--- config.mk ---
export PLATFORM = sky130hd
export DESIGN_NAME = paddle_ctrl
export DESIGN_NICKNAME = d
export VERILOG_FILES = /design/src/rtl/pong_pkg.sv /design/src/rtl/btn_debounce.sv /design/src/rtl/paddle_ctrl.sv
export SDC_FILE = /design/constraint.sdc
export NUM_CORES = 1
export LEC_CHECK = 0
export BUFFER_PORTS_ARGS = -buffer_cell sky130_fd_sc_hd__buf_2
export CORE_ASPECT_RATIO = 0.8
export CORE_UTILIZATION = 50
export CTS_CLUSTER_DIAMETER = 80
export DETAILED_ROUTE_END_ITERATION = 10
export GPL_ROUTABILITY_DRIVEN = 1
export HOLD_SLACK_MARGIN = 0.15
export PLACE_DENSITY = 0.66
export SYNTH_ARGS = -nofsm -noshare
export SYNTH_HDL_FRONTEND = slang
export SYNTH_HIERARCHICAL = 1
export SYNTH_SLANG_ARGS = --single-unit
export TNS_END_PERCENT = 30
--- constraint.sdc ---
create_clock -name clk -period 3.55 [get_ports clk]
set_input_delay 0.71 -clock clk [delete_from_list [all_inputs] [get_ports clk]]
set_output_delay 0.71 -clock clk [all_outputs]
set_load 0.03 [all_outputs]
--- src/rtl/pong_pkg.sv ---
// Shared playfield constants and paddle motion types, also used by the ball block.
// step_pos holds the clamped position arithmetic so every user of a paddle agrees on the limits.
package pong_pkg;

  localparam int SCREEN_H = 480;
  localparam int PAD_HALF = 20;

  localparam logic [9:0] POS_MIN = 10'(PAD_HALF);
  localparam logic [9:0] POS_MAX = 10'(SCREEN_H - 1 - PAD_HALF);

  typedef enum logic [1:0] {
    DIR_IDLE = 2'b00,
    DIR_UP   = 2'b01,
    DIR_DOWN = 2'b10
  } paddle_dir_t;

  function automatic paddle_dir_t dir_from_buttons(input logic up, input logic dn);
    paddle_dir_t dir;
    dir = DIR_IDLE;
    if (up && !dn) dir = DIR_UP;
    else if (dn && !up) dir = DIR_DOWN;
    return dir;
  endfunction

  // 11-bit working width: an upward step below zero shows up as bit 10 set,
  // so the clamp lands exactly on the limit instead of wrapping.
  function automatic logic [9:0] step_pos(input logic [9:0] pos,
                                          input paddle_dir_t dir,
                                          input logic [1:0] step);
    logic [10:0] ext;
    logic [10:0] sum;
    ext = {1'b0, pos};
    sum = ext;
    case (dir)
      DIR_UP: begin
        sum = ext - {9'd0, step};
        if (sum[10] || (sum < {1'b0, POS_MIN})) sum = {1'b0, POS_MIN};
      end
      DIR_DOWN: begin
        sum = ext + {9'd0, step};
        if (sum > {1'b0, POS_MAX}) sum = {1'b0, POS_MAX};
      end
      default: sum = ext;
    endcase
    return sum[9:0];
  endfunction

endpackage

--- src/rtl/btn_debounce.sv ---
// Two-flop synchroniser plus debounce counter for one raw active-low button.
// level is active-high and only changes after DEB_CYCLES consecutive differing samples.
module btn_debounce #(
  parameter int DEB_CYCLES = 1_000_000
) (
  input  logic clk,
  input  logic reset_n,
  input  logic btn_n,
  output logic level
);

  localparam int CW = $clog2(DEB_CYCLES + 1);
  localparam logic [CW-1:0] CNT_LAST = CW'(DEB_CYCLES - 1);

  logic          sync1_q, sync1_d;
  logic          sync2_q, sync2_d;
  logic          level_q, level_d;
  logic [CW-1:0] cnt_q, cnt_d;
  logic          pressed;

  assign pressed = ~sync2_q;
  assign level   = level_q;

  always_comb begin
    sync1_d = btn_n;
    sync2_d = sync1_q;
    level_d = level_q;
    cnt_d   = cnt_q;
    // Any sample agreeing with the current level restarts the stability window.
    if (pressed == level_q) begin
      cnt_d = '0;
    end else if (cnt_q == CNT_LAST) begin
      level_d = pressed;
      cnt_d   = '0;
    end else begin
      cnt_d = cnt_q + CW'(1);
    end
  end

  always_ff @(posedge clk or negedge reset_n) begin
    if (!reset_n) begin
      sync1_q <= 1'b1;
      sync2_q <= 1'b1;
      level_q <= 1'b0;
      cnt_q   <= '0;
    end else begin
      sync1_q <= sync1_d;
      sync2_q <= sync2_d;
      level_q <= level_d;
      cnt_q   <= cnt_d;
    end
  end

endmodule

--- src/rtl/paddle_ctrl.sv ---
// Paddle controller: debounced buttons drive an IDLE/UP/DOWN FSM that moves the paddle
// centre once per prescaler tick, with clamping at the playfield edges and hold acceleration.
module paddle_ctrl
  import pong_pkg::*;
#(
  parameter int TICK_BITS   = 17,
  parameter int DEB_CYCLES  = 1_000_000,
  parameter int RESET_POS   = 240,
  parameter int ACCEL_TICKS = 32
) (
  input  logic       clk,
  input  logic       reset_n,
  input  logic       btn_up_n,
  input  logic       btn_down_n,
  output logic [9:0] paddle_pos,
  output logic [1:0] paddle_dir
);

  localparam int HW = $clog2(ACCEL_TICKS + 1);
  localparam logic [HW-1:0] ACCEL_LIM = HW'(ACCEL_TICKS);

  logic up;
  logic dn;

  btn_debounce #(.DEB_CYCLES(DEB_CYCLES)) u_up (
    .clk     (clk),
    .reset_n (reset_n),
    .btn_n   (btn_up_n),
    .level   (up)
  );

  btn_debounce #(.DEB_CYCLES(DEB_CYCLES)) u_dn (
    .clk     (clk),
    .reset_n (reset_n),
    .btn_n   (btn_down_n),
    .level   (dn)
  );

  logic [TICK_BITS-1:0] tick_cnt_q, tick_cnt_d;
  logic                 tick;
  paddle_dir_t          state_q, state_d;
  logic [HW-1:0]        hold_q, hold_d;
  logic [9:0]           pos_q, pos_d;
  logic [1:0]           step;

  assign tick = &tick_cnt_q;
  assign step = (hold_q >= ACCEL_LIM) ? 2'd2 : 2'd1;

  always_comb begin
    tick_cnt_d = tick_cnt_q + TICK_BITS'(1);
    state_d    = dir_from_buttons(up, dn);
    hold_d     = hold_q;
    // A state change wins over a coincident tick: the counter restarts rather than counting.
    if ((state_d != state_q) || (state_q == DIR_IDLE)) begin
      hold_d = '0;
    end else if (tick && (hold_q != ACCEL_LIM)) begin
      hold_d = hold_q + HW'(1);
    end
    // The move uses the registered state, so a same-clock change only affects later ticks.
    pos_d = pos_q;
    if (tick) pos_d = step_pos(pos_q, state_q, step);
  end

  always_ff @(posedge clk or negedge reset_n) begin
    if (!reset_n) begin
      tick_cnt_q <= '0;
      state_q    <= DIR_IDLE;
      hold_q     <= '0;
      pos_q      <= 10'(RESET_POS);
    end else begin
      tick_cnt_q <= tick_cnt_d;
      state_q    <= state_d;
      hold_q     <= hold_d;
      pos_q      <= pos_d;
    end
  end

  assign paddle_pos = pos_q;
  assign paddle_dir = state_q;

  ap_dir_legal : assert property (@(posedge clk) disable iff (!reset_n)
    state_q != 2'b11);

  ap_pos_in_field : assert property (@(posedge clk) disable iff (!reset_n)
    (pos_q >= POS_MIN) && (pos_q <= POS_MAX));

endmodule

==> results of run 1 <==
## worst max-delay path, cell delays in order (launching register included)
cell,delay [ns]
sky130_fd_sc_hd__dfrtp_1,0.45
sky130_fd_sc_hd__inv_1,0.18
sky130_fd_sc_hd__ha_1,0.19
sky130_fd_sc_hd__inv_1,0.05
sky130_fd_sc_hd__fa_1,0.52
sky130_fd_sc_hd__nand2b_1,0.24
sky130_fd_sc_hd__nor3_1,0.25
sky130_fd_sc_hd__xnor2_1,0.18
sky130_fd_sc_hd__o41ai_4,0.59
sky130_fd_sc_hd__a21boi_2,0.12
sky130_fd_sc_hd__o31ai_2,0.22
## metrics by stage
| stage | cell area (µm²) | util, % | power (mW) | setup WS [ns] | cells |
|---|---|---|---|---|---|
| 6_report | 5050 | 58.2 | 2.01 | 0.456 | 607 |
| 5_1_grt | 5050 | 58.2 | 2.08 | 0.327 | 607 |
| 4_1_cts | 5050 | 58.2 | 2.04 | 0.507 | 607 |
| 3_5_place_dp | 4710 | 54.3 | 0.997 | 0.522 | 591 |
| 3_3_place_gp | 4710 | 54.3 | 0.997 | 0.707 | 591 |
| 2_1_floorplan | 4580 | - | 0.974 | 0.865 | 479 |
## cells by family after synthesis
kind of cell,Yosys count
AND/OR/NAND/NOR,224
multiplexers,4
buffers and inverters,42
adder cells (fa/ha/maj),14
XOR/XNOR,57
AO/OA/AOI/OAI,57
flip-flops,81
## worst paths after layout
path	start	to	slack, ns	cells after the start
worst max-delay path	hold_q[5]$_DFFE_PN0P_	paddle_pos[0]$_DFFE_PN0P_	0.46	10
worst min-delay path	u_dn/sync1_q$_DFF_PN1_	u_dn/sync2_q$_DFF_PN1_	0.36	0
worst max register to register	hold_q[5]$_DFFE_PN0P_	paddle_pos[0]$_DFFE_PN0P_	0.46	10
worst min register to register	u_dn/sync1_q$_DFF_PN1_	u_dn/sync2_q$_DFF_PN1_	0.36	0
max in group asynchronous	reset_n	u_up/cnt_q[19]$_DFF_PN0_	2.36	1
min in group asynchronous	reset_n	paddle_pos[3]$_DFFE_PN0P_	0.54	1
## layer usage
metal	track usage, %	wire length (µm)	up-vias
met3	5.51	387	13
met1	26.8	4280	1677
met4	7.37	102	0
li1	-	-	1703
met2	32.6	4010	67
met5	0	0	-
## final cells by class
type | instances | area [µm²] | share of cell area (%)
clock inverters | 4 | 73.8 | 1.46
clock buffers | 12 | 267 | 5.28
repair buffers | 15 | 77.6 | 1.54
inverters | 27 | 101 | 2.01
well taps | 112 | 140 | 2.78
multi-input cells | 356 | 2350 | 46.6
flip-flops and latches | 81 | 2040 | 40.3
## power by group through the flow
stage	Sequential [mW]	Combinational [mW]	Clock, mW
after floorplan	0.956	0.0184	0
after CTS	0.941	0.0403	1.06
after global routing	0.941	0.0460	1.09
final	0.941	0.0380	1.03
after global placement	0.957	0.0399	0
after detailed placement	0.957	0.0401	0
## state kept, by name (all words and copies together), names as in the netlist, 2 cells and up
register	flops
tick_cnt_q	17
paddle_pos	10
hold_q	6
u_up/cnt_q	20
u_dn/cnt_q	20
paddle_dir	2
## cell usage in the layout (no fill, tap or decap), types with 12 or more instances in the layout
cell type,instances
sky130_fd_sc_hd__nand2_1,27
sky130_fd_sc_hd__xnor2_1,40
sky130_fd_sc_hd__nor3_1,22
sky130_fd_sc_hd__inv_1,26
sky130_fd_sc_hd__nand4_1,19
sky130_fd_sc_hd__o21ai_0,17
sky130_fd_sc_hd__dfrtp_1,73
sky130_fd_sc_hd__nor2_1,64
sky130_fd_sc_hd__xor2_1,17
sky130_fd_sc_hd__buf_2,14
sky130_fd_sc_hd__ha_1,12
sky130_fd_sc_hd__nand3_1,25
==> metrics.md, run 1 <==
| Metric | Value |
|---|---|
| Die area | 0.00956 mm² |
| Least-Margin Pin Slew | 1.00 ns |
| Xor/xnor share of the synthesized area | 10.9% |
| Main combinational cell family by area after synthesis | simple AND/OR/NAND/NOR gates |
| Remaining antenna violation count after routing | 0 |
| Grt ovf | 0 |
| Setup repair after global routing missed its margin | no |
| Die outline height | 87.6 µm |
| Synth top area cells | sky130_fd_sc_hd__dfrtp_1 40%, sky130_fd_sc_hd__xnor2_1 7.6%, sky130_fd_sc_hd__nor2_1 5.2%, sky130_fd_sc_hd__dfstp_2 4.6%, sky130_fd_sc_hd__ha_1 3.3% |
| Worst path arrival time | 3.33 ns |
| #FFs+latches synth | 81 |
| Filler Cells Inserted | 759 |
| Worst max-slew margin expressed relative to the limit | 33.1% |
| Num Clock Sinks | 81 |
| Row count | 30 |
| CTS tree | yes |
| Number of endpoints with negative hold slack in the final report | 0 |
| Internal power consumption | 1.61 mW |
| Power density normalized to cell area | 397 mW/mm² |
| Via count | 3460 |
| Fraction of power spent switching nets | 19.5% |
| Sequential fraction of design power | 46.9% |
| Clock edge transition at the registers on the reported setup and hold paths | 0.06 ns |
| Cell type contributing the most total cell area after synthesis | sky130_fd_sc_hd__dfrtp_1 |
| Post-CTS Hold Fix Bufs | 0 |
| Number of global-route vias before repair | 3302 |
| WS Path Type | flip-flop to flip-flop |
| Min Clock Period, post-route | 3.09 ns |
| Relative contribution of the clock network to total power | 51.2% |
| # diodes | 0 |
| Antenna violations before repair | 0 |
| Netlist cell types | 61 |
| Initial cell density of the core | 52.9% |
| Leak pwr | 2.13 nW |
| Residual DRC count | 0 |
| CP required | 3.79 ns |
| Most common flop cell mapped by yosys | sky130_fd_sc_hd__dfrtp_1 |
| Setup_tns | 0 ns |
| Number of top-level pins | 16 |
| Aggregate global-route resource usage | 20.4% |
| Chip Width | 109 µm |
| Post-synth top area share | 39.8% |
| YS warnings | 6 |
| Net count of the mapped netlist | 497 |
| P&R area growth vs syn | 10.2% |
| HP Class | flip-flop to flip-flop |
| Number of setup violations in the final report | 0 |
| Synthesized-area fraction occupied by ao, oa, aoi and oai cells | 9.58% |
| Per-instance average area after synthesis | 9.57 µm² |
| Switching component of the power | 0.391 mW |
| Drt wl/cell | 14.5 µm |
| Vias per cell | 5.70 |
| Area of the core | 0.00867 mm² |
| First-pass GRT wire length | 15100 µm |
| Root Driver | sky130_fd_sc_hd__clkbuf_16 |
| Maximum root-to-sink buffer count | 2 |
| Cell area after synthesis | 0.00458 mm² |
| Cells resized by post-CTS repair | 0 |
| Worst clock skew on the final layout | 0.00908 ns |
| Type of destination of the critical path | flip-flop |
| Portion of total power attributed to combinational logic | 1.9% |
| Number of CTS-inserted buffers | 9 |
| Pre-antenna DRT Iters | 6 |
| Number of synthesized flops with an enable pin | 0 |
| Number of max-slew violations in the final report | 0 |
| Fraction of layout instances using a drive strength above 1 | 12.7% |
| Setup Buffers After CTS | 0 |
| Global placer's final weighted congestion | 0.822 |
| Seq/Total Area, Yosys | 44.4% |
| Share of synthesized cell area in full adder, half adder and majority cells | 4.15% |
| Maximum vdd ir drop | 0.378 mV |
| HPWL Detailed | 5990 µm |
| Period utilization | 87.2% |
| Input/output buffers | 15 |
| Simple-gate portion of the synthesized area | 25.8% |
| Fraction of synthesis flops using an asynchronous set or reset pin | 100% |
| Drt total wl | 8780 µm |
| Drt first-iter violations | 192 |
| Pin count of the biggest net entering global routing | 82 |
| H-tree depth reported by CTS | 3 |
| Count of maximum capacitance violations | 0 |
| Result of the run | completed |
| Library cell with the highest instance count after synthesis | sky130_fd_sc_hd__dfrtp_1 |
| Clock latency on the worst-skew pair | 0.33 ns |
| Syn Inst Count | 479 |
| Final hold slack | 0.355 ns |
| Setup crit start kind | flip-flop |
| Final net count | 508 |
| Ranking of synthesized cells by instance count | 73 x sky130_fd_sc_hd__dfrtp_1, 64 x sky130_fd_sc_hd__nor2_1, 40 x sky130_fd_sc_hd__xnor2_1 |
| Max Fanout on Critical Path | 8 |
| Share of synthesized area spent on multiplexers | 0.928% |
| Fmax | 0.323 GHz |
(Power assumes the default switching activity.)
==> run 2, diff against run 1 <==
Settings changed: PLACE_DENSITY 0.66 to 0.72.
==> run 2 against run 1 <==
Total power is 6.1% lower. Utilization down 0.59 points. Largest cell class unchanged. Sequential share of layout area up 0.41 points. Die area did not move. Setup slack improved by 0.21 ns. Combinational power is essentially flat. Count of clock-buffer cells in the layout is the same. Critical endpoint is now paddle_pos[6]$_DFFE_PN1P_. Maximum frequency up 7.3%. Critical path type unchanged. First-iteration DRC count increased by 31%.
==> metrics.md, run 2 (synthesized netlist as in run 1, its figures left out) <==
| Metric | Value |
|---|---|
| Aggregate global-route resource usage | 21.2% (+0.73 points) |
| Placed Area | 0.00471 mm² (unchanged) |
| Met1 track demand over resource in global routing | 27.4% (+0.53 points) |
| Result of the run | completed |
| Worst r2r path cells | 10 (unchanged) |
| H-tree depth reported by CTS | 3 (unchanged) |
| GR Util met3 | 4.99% (-0.52 points) |
| Type of destination of the critical path | flip-flop |
| Num Clock Sinks | 81 (unchanged) |
| Least-Margin Pin Slew | 1.00 ns (-0.00132 ns) |
| Leak pwr | 2.10 nW (-1.4%) |
| CP required | 3.80 ns (about the same) |
| Number of top-level pins | 16 (unchanged) |
| Setup crit start kind | flip-flop |
| Number of CTS-inserted buffers | 9 (unchanged) |
| Fraction of layout instances using a drive strength above 1 | 12.1% (-0.58 points) |
| HPWL Detailed | 5990 µm (about the same) |
| Number of endpoints with negative hold slack in the final report | 0 (unchanged) |
| Global placer's final weighted congestion | 0.850 (+3.4%) |
| Number of setup violations in the final report | 0 (unchanged) |
| Area of the core | 0.00867 mm² (unchanged) |
| CTS tree | yes |
| End of the worst register-to-register path | paddle_pos[6]$_DFFE_PN1P_ |
| Remaining antenna violation count after routing | 0 (unchanged) |
| Most frequent standard cell in the layout excluding fill and tap cells | sky130_fd_sc_hd__dfrtp_1 |
| Largest registers | u_dn/cnt_q: 20 flops, u_up/cnt_q: 20 flops, tick_cnt_q: 17 flops |
| Most used cells in the layout excluding fill and tap cells | 73 x sky130_fd_sc_hd__dfrtp_1, 64 x sky130_fd_sc_hd__nor2_1, 40 x sky130_fd_sc_hd__xnor2_1, 27 x sky130_fd_sc_hd__nand2_1, 26 x sky130_fd_sc_hd__inv_1 |
| Number of max-slew violations in the final report | 0 (unchanged) |
| Max Fanout on Critical Path | 7 (-1) |
| Pre-antenna DRT Iters | 5 (-1) |
| Drt first-iter violations | 252 (+31%) |
| WS Path Type | flip-flop to flip-flop |
| Worst R2R Start | hold_q[5]$_DFFE_PN0P_ |
| Chip Width | 109 µm (unchanged) |
| Final net count | 508 (unchanged) |
| WHS Path Cells | 0 (unchanged) |
| Initial cell density of the core | 52.9% (unchanged) |
| Worst max-slew margin expressed relative to the limit | 33.2% (+0.088 points) |
| Cell area after layout | 0.00500 mm² (-1.0%) |
| Row count | 30 (unchanged) |
| Power density normalized to cell area | 377 mW/mm² (-5.1%) |
| P&R area growth vs syn | 9.03% |
| GRT busiest layer | met2 |
| Drt total wl | 8950 µm (+1.9%) |
| Residual DRC count | 0 (unchanged) |
| Drt wl/cell | 14.8 µm (+2.1%) |
| Post-CTS Hold Fix Bufs | 0 (unchanged) |
| Count of maximum capacitance violations | 0 (unchanged) |
| Setup repair after global routing missed its margin | no |
| Clock edge transition at the registers on the reported setup and hold paths | 0.06 ns (about the same) |
| Met2 Track Usage GR | 35.6% (+3.0 points) |
| Period utilization | 81.2% (-6.0 points) |
| Maximum root-to-sink buffer count | 2 (unchanged) |
| Die area | 0.00956 mm² (unchanged) |
| # diodes | 0 (unchanged) |
| Worst path arrival time | 3.14 ns (-0.19 ns) |
| Cells resized by post-CTS repair | 0 (unchanged) |
| Die outline height | 87.6 µm (unchanged) |
| Register-to-register setup slack | 0.67 ns (+0.21 ns) |
| Min-Delay Endpoint | u_up/sync2_q$_DFF_PN1_ |
| Input/output buffers | 15 (unchanged) |
| Via count | 3454 (-0.17%) |
| Number of global-route vias before repair | 3389 (+2.6%) |
| Vias per cell | 5.70 (about the same) |
| Overall Power | 1.88 mW (-6.1%) |
| Pin count of the biggest net entering global routing | 82 (unchanged) |
| Root Driver | sky130_fd_sc_hd__clkbuf_16 |
| Setup_tns | 0 ns (unchanged) |
| Setup Buffers After CTS | 0 (unchanged) |
| Maximum vdd ir drop | 0.228 mV (-40%) |
| Antenna violations before repair | 0 (unchanged) |
| Fmax | 0.347 GHz (+7.3%) |
| First-pass GRT wire length | 15900 µm (+5.0%) |
| Min Clock Period, post-route | 2.88 ns (-0.211 ns) |
| Worst clock skew on the final layout | 0.00749 ns (-0.00159 ns) |
| Clock latency on the worst-skew pair | 0.33 ns (about the same) |
| HP Class | flip-flop to flip-flop |
| Grt ovf | 0 (unchanged) |
| Hold_sp | u_up/sync1_q$_DFF_PN1_ |
run 2: metrics by stage:
step	cells	setup slack, ns	hold WS, ns	utilization, %
after global placement	591	0.775	0.355	54.3
final	606	0.668	0.367	57.6
after floorplan	479	0.865	0.345	-
after detailed placement	591	0.673	0.355	54.3
after global routing	606	0.432	0.370	57.6
after CTS	606	0.636	0.365	57.6
run 2: where the power goes:
group	total, mW	internal, mW	switching (mW)
clock network	0.905	0.559	0.346
registers	0.941	0.934	0.00767
logic	0.0377	0.00842	0.0293
total	1.88	1.50	0.383
run 2: worst max-delay path: stages (launching register included):
cell,delay (ns)
sky130_fd_sc_hd__dfrtp_1,0.44
sky130_fd_sc_hd__inv_1,0.17
sky130_fd_sc_hd__ha_1,0.23
sky130_fd_sc_hd__fa_1,0.34
sky130_fd_sc_hd__nor3b_4,0.30
sky130_fd_sc_hd__nand3_1,0.10
sky130_fd_sc_hd__mux2_2,0.31
sky130_fd_sc_hd__a221oi_4,0.34
sky130_fd_sc_hd__nor2_2,0.13
sky130_fd_sc_hd__a21boi_1,0.18
sky130_fd_sc_hd__a211o_1,0.27
run 2: layout make-up:
cell class | instances | area, µm²
Tap cell | 112 | 140
Timing Repair Buffer | 15 | 77.6
Inverter | 27 | 101
Clock inverter | 3 | 42.5
Clock buffer | 12 | 246
Sequential cell | 81 | 2040
Multi-Input combinational cell | 356 | 2350
Fill cell | 754 | 3670
run 2: routing by layer:
layer | vias to the layer above | routed length, µm
met3 | 4 | 328
met1 | 1679 | 4120
li1 | 1699 | -
met5 | - | 0
met4 | 0 | 72
met2 | 72 | 4430
run 2: worst max-delay path by stage:
stage                              start                         to  cells past startpoint
6_report           hold_q[5]$_DFFE_PN0P_  paddle_pos[6]$_DFFE_PN1P_                     10
3_3_place_gp       hold_q[5]$_DFFE_PN0P_  paddle_pos[0]$_DFFE_PN0P_                     10
3_5_place_dp       hold_q[5]$_DFFE_PN0P_  paddle_pos[6]$_DFFE_PN1P_                     10
4_1_cts            hold_q[5]$_DFFE_PN0P_  paddle_pos[6]$_DFFE_PN1P_                     10
5_1_grt            hold_q[5]$_DFFE_PN0P_  paddle_pos[0]$_DFFE_PN0P_                     10
2_1_floorplan  paddle_pos[0]$_DFFE_PN0P_  paddle_pos[6]$_DFFE_PN1P_                      9
==> run 3, diff against run 2 <==
Clock period 3.55 ns to 2.8 ns, I/O delays scaled along.
==> run 3 against run 2 <==
Clock power rose by 36%. Setup slack worse by 0.57 ns. Non-clock buffer count increased by 5. Total power increased by 31%. Final area grew 1.5%. Register-to-register slack got worse by 0.57 ns. Clock skew increased by 0.0019 ns. Critical path type unchanged. Highest routed layer unchanged.
==> metrics.md, run 3 (synthesized netlist as in run 1, its figures left out) <==
| Metric | Value |
|---|---|
| Result of the run | completed |
| Number of global-route vias before repair | 3354 (-1.0%) |
| Leak pwr | 2.15 nW (+2.2%) |
| Placed Instances | 594 (+0.51%) |
| Drt first-iter violations | 240 (-4.8%) |
| P&R area growth vs syn | 10.7% |
| CTS tree | yes |
| Cell area after layout | 0.00507 mm² (+1.5%) |
| Fin cells | 612 (+0.99%) |
| Worst slack, placed | -0.0134 ns (-0.687 ns) |
| Maximum vdd ir drop | 0.463 mV (+100%) |
| Largest registers | u_dn/cnt_q: 20 flops, u_up/cnt_q: 20 flops, tick_cnt_q: 17 flops |
| First-pass GRT wire length | 15700 µm (-1.4%) |
| Setup crit start kind | flip-flop |
| Pin count of the biggest net entering global routing | 80 (-2.4%) |
| Power density normalized to cell area | 487 mW/mm² (+29%) |
| WHS Path Cells | 1 (+1) |
| End of the worst register-to-register path | paddle_pos[6]$_DFFE_PN1P_ |
| Type of destination of the critical path | flip-flop |
| Worst R2R Start | paddle_pos[0]$_DFFE_PN0P_ |
| Remaining antenna violation count after routing | 0 (unchanged) |
| Max Fanout on Critical Path | 7 (unchanged) |
| Number of CTS-inserted buffers | 9 (unchanged) |
| Worst setup slack after layout | 0.0935 ns (-0.574 ns) |
| Most used cells in the layout excluding fill and tap cells | 73 x sky130_fd_sc_hd__dfrtp_1, 64 x sky130_fd_sc_hd__nor2_1, 40 x sky130_fd_sc_hd__xnor2_1, 27 x sky130_fd_sc_hd__nand2_1 |
| HP Class | primary input to flip-flop |
| Pre-antenna DRT Iters | 4 (-1) |
| Num Clock Sinks | 81 (unchanged) |
| Die outline height | 87.6 µm (unchanged) |
| Register-to-register setup slack | 0.09 ns (-0.57 ns) |
| Vias per cell | 5.63 (-1.2%) |
| Worst path arrival time | 2.97 ns (-0.17 ns) |
| Maximum root-to-sink buffer count | 2 (unchanged) |
| Number of max-slew violations in the final report | 0 (unchanged) |
| Count of maximum capacitance violations | 0 (unchanged) |
| Min-Delay Endpoint | u_up/sync1_q$_DFF_PN1_ |
| Die area | 0.00956 mm² (unchanged) |
| Placed Area | 0.00473 mm² (+0.48%) |
| Met2 Track Usage GR | 32.5% (-3.0 points) |
| HPWL Detailed | 5980 µm (-0.21%) |
| Post-CTS Hold Fix Bufs | 0 (unchanged) |
| List of cells traversed by the critical path | inv_1 > ha_2 > fa_2 > buf_4 > a21o_1 > a311o_1 > a221oi_4 > nor2_2 > a21boi_1 > a211o_1 |
| Row count | 30 (unchanged) |
| Worst max-slew margin expressed relative to the limit | 36.0% (+2.8 points) |
| WS Path Type | flip-flop to flip-flop |
| Clock latency on the worst-skew pair | 0.33 ns (about the same) |
| Crit-path max cell delay | 0.40 ns (-0.04 ns) |
| Global placer's final weighted congestion | 0.881 (+3.6%) |
| Root Driver | sky130_fd_sc_hd__clkbuf_16 |
| Min Clock Period, post-route | 2.71 ns (-0.176 ns) |
| Via count | 3446 (-0.23%) |
| Number of endpoints with negative hold slack in the final report | 0 (unchanged) |
| Worst r2r path cells | 10 (unchanged) |
| Hold_sp | btn_up_n |
| H-tree depth reported by CTS | 3 (unchanged) |
| Period utilization | 96.7% (+15 points) |
| # diodes | 0 (unchanged) |
| Worst clock skew on the final layout | 0.00942 ns (+0.00193 ns) |
| Drt wl/cell | 14.6 µm (-0.81%) |
| GRT busiest layer | met2 |
| Number of setup violations in the final report | 0 (unchanged) |
| Master of the slowest instance on the critical path | sky130_fd_sc_hd__dfrtp_1 |
| Antenna violations before repair | 0 (unchanged) |
| Least-Margin Pin Slew | 0.959 ns (-0.0423 ns) |
| Clock edge transition at the registers on the reported setup and hold paths | 0.06 ns (about the same) |
| CP required | 3.06 ns (-0.74 ns) |
| Input/output buffers | 15 (unchanged) |
| Grt ovf | 0 (unchanged) |
| GR Util met3 | 4.24% (-0.74 points) |
| Initial cell density of the core | 52.9% (unchanged) |
| Most frequent standard cell in the layout excluding fill and tap cells | sky130_fd_sc_hd__dfrtp_1 |
| Aggregate global-route resource usage | 20.8% (-0.32 points) |
| Largest delay contributor family on the critical path | compound AO/OA/AOI/OAI gates |
| Fmax | 0.369 GHz (+6.5%) |
| Number of top-level pins | 16 (unchanged) |
| Drt total wl | 8960 µm (+0.17%) |
| Final net count | 513 (+0.98%) |
| Chip Width | 109 µm (unchanged) |
| Met1 track demand over resource in global routing | 29.2% (+1.9 points) |
| Area of the core | 0.00867 mm² (unchanged) |
| Fraction of layout instances using a drive strength above 1 | 14.4% (+2.3 points) |
| Buffers and inverters on the worst path | 2 (+1) |
| Residual DRC count | 0 (unchanged) |
run 3: cell types whose count changed in the layout (fill, tap and decap cells not counted), moves of 2 or more:
cell and change:
sky130_fd_sc_hd__buf_4 +5, sky130_fd_sc_hd__clkinv_2 +2, sky130_fd_sc_hd__fa_1 -2, sky130_fd_sc_hd__fa_2 +2
run 3: how the worst max path moves through the flow:
stage | from | endpoint | cells after the start
floorplan | paddle_pos[0]$_DFFE_PN0P_ | paddle_pos[6]$_DFFE_PN1P_ | 9
global placement | hold_q[5]$_DFFE_PN0P_ | paddle_pos[0]$_DFFE_PN0P_ | 10
detailed placement | hold_q[5]$_DFFE_PN0P_ | paddle_pos[0]$_DFFE_PN0P_ | 10
CTS | hold_q[5]$_DFFE_PN0P_ | paddle_pos[0]$_DFFE_PN0P_ | 11
global route | paddle_pos[0]$_DFFE_PN0P_ | paddle_pos[6]$_DFFE_PN1P_ | 11
finish | paddle_pos[0]$_DFFE_PN0P_ | paddle_pos[6]$_DFFE_PN1P_ | 10
run 3: metrics by stage:
stage | util [%] | hold slack [ns] | TNS (ns) | power [mW]
after floorplan | - | 0.264 | 0 | 1.24
after global placement | 54.6 | 0.348 | 0 | 1.26
after detailed placement | 54.6 | 0.349 | -0.0134 | 1.26
after CTS | 58.2 | 0.313 | 0 | 2.51
after global routing | 58.5 | 0.317 | -0.0246 | 2.56
final | 58.5 | 0.326 | 0 | 2.47
run 3: timing repair:
action	in CTS	in global routing
gates resized for setup	0	6
setup endpoints to repair	1	9
setup buffers	0	2
pin swaps	1	3
run 3: where the power goes:
group          switching, mW  internal (mW)
sequential           0.00929           1.18
clock                  0.453          0.778
combinational         0.0370         0.0116
run 3: layout make-up:
type / instances / area (µm²)
Tap cell: 112 / 140
Timing Repair Buffer: 20 / 115
Sequential cell: 81 / 2040
Multi-Input combinational cell: 356 / 2370
Clock buffer: 10 / 229
Fill cell: 740 / 3600
Inverter: 27 / 101
Clock inverter: 6 / 83.8
run 3: layer usage:
layer / up-vias / part of all wire, %
met5: - / 0
met4: 0 / 1.1
met3: 10 / 4.4
met2: 88 / 46
met1: 1633 / 49
li1: 1715 / -
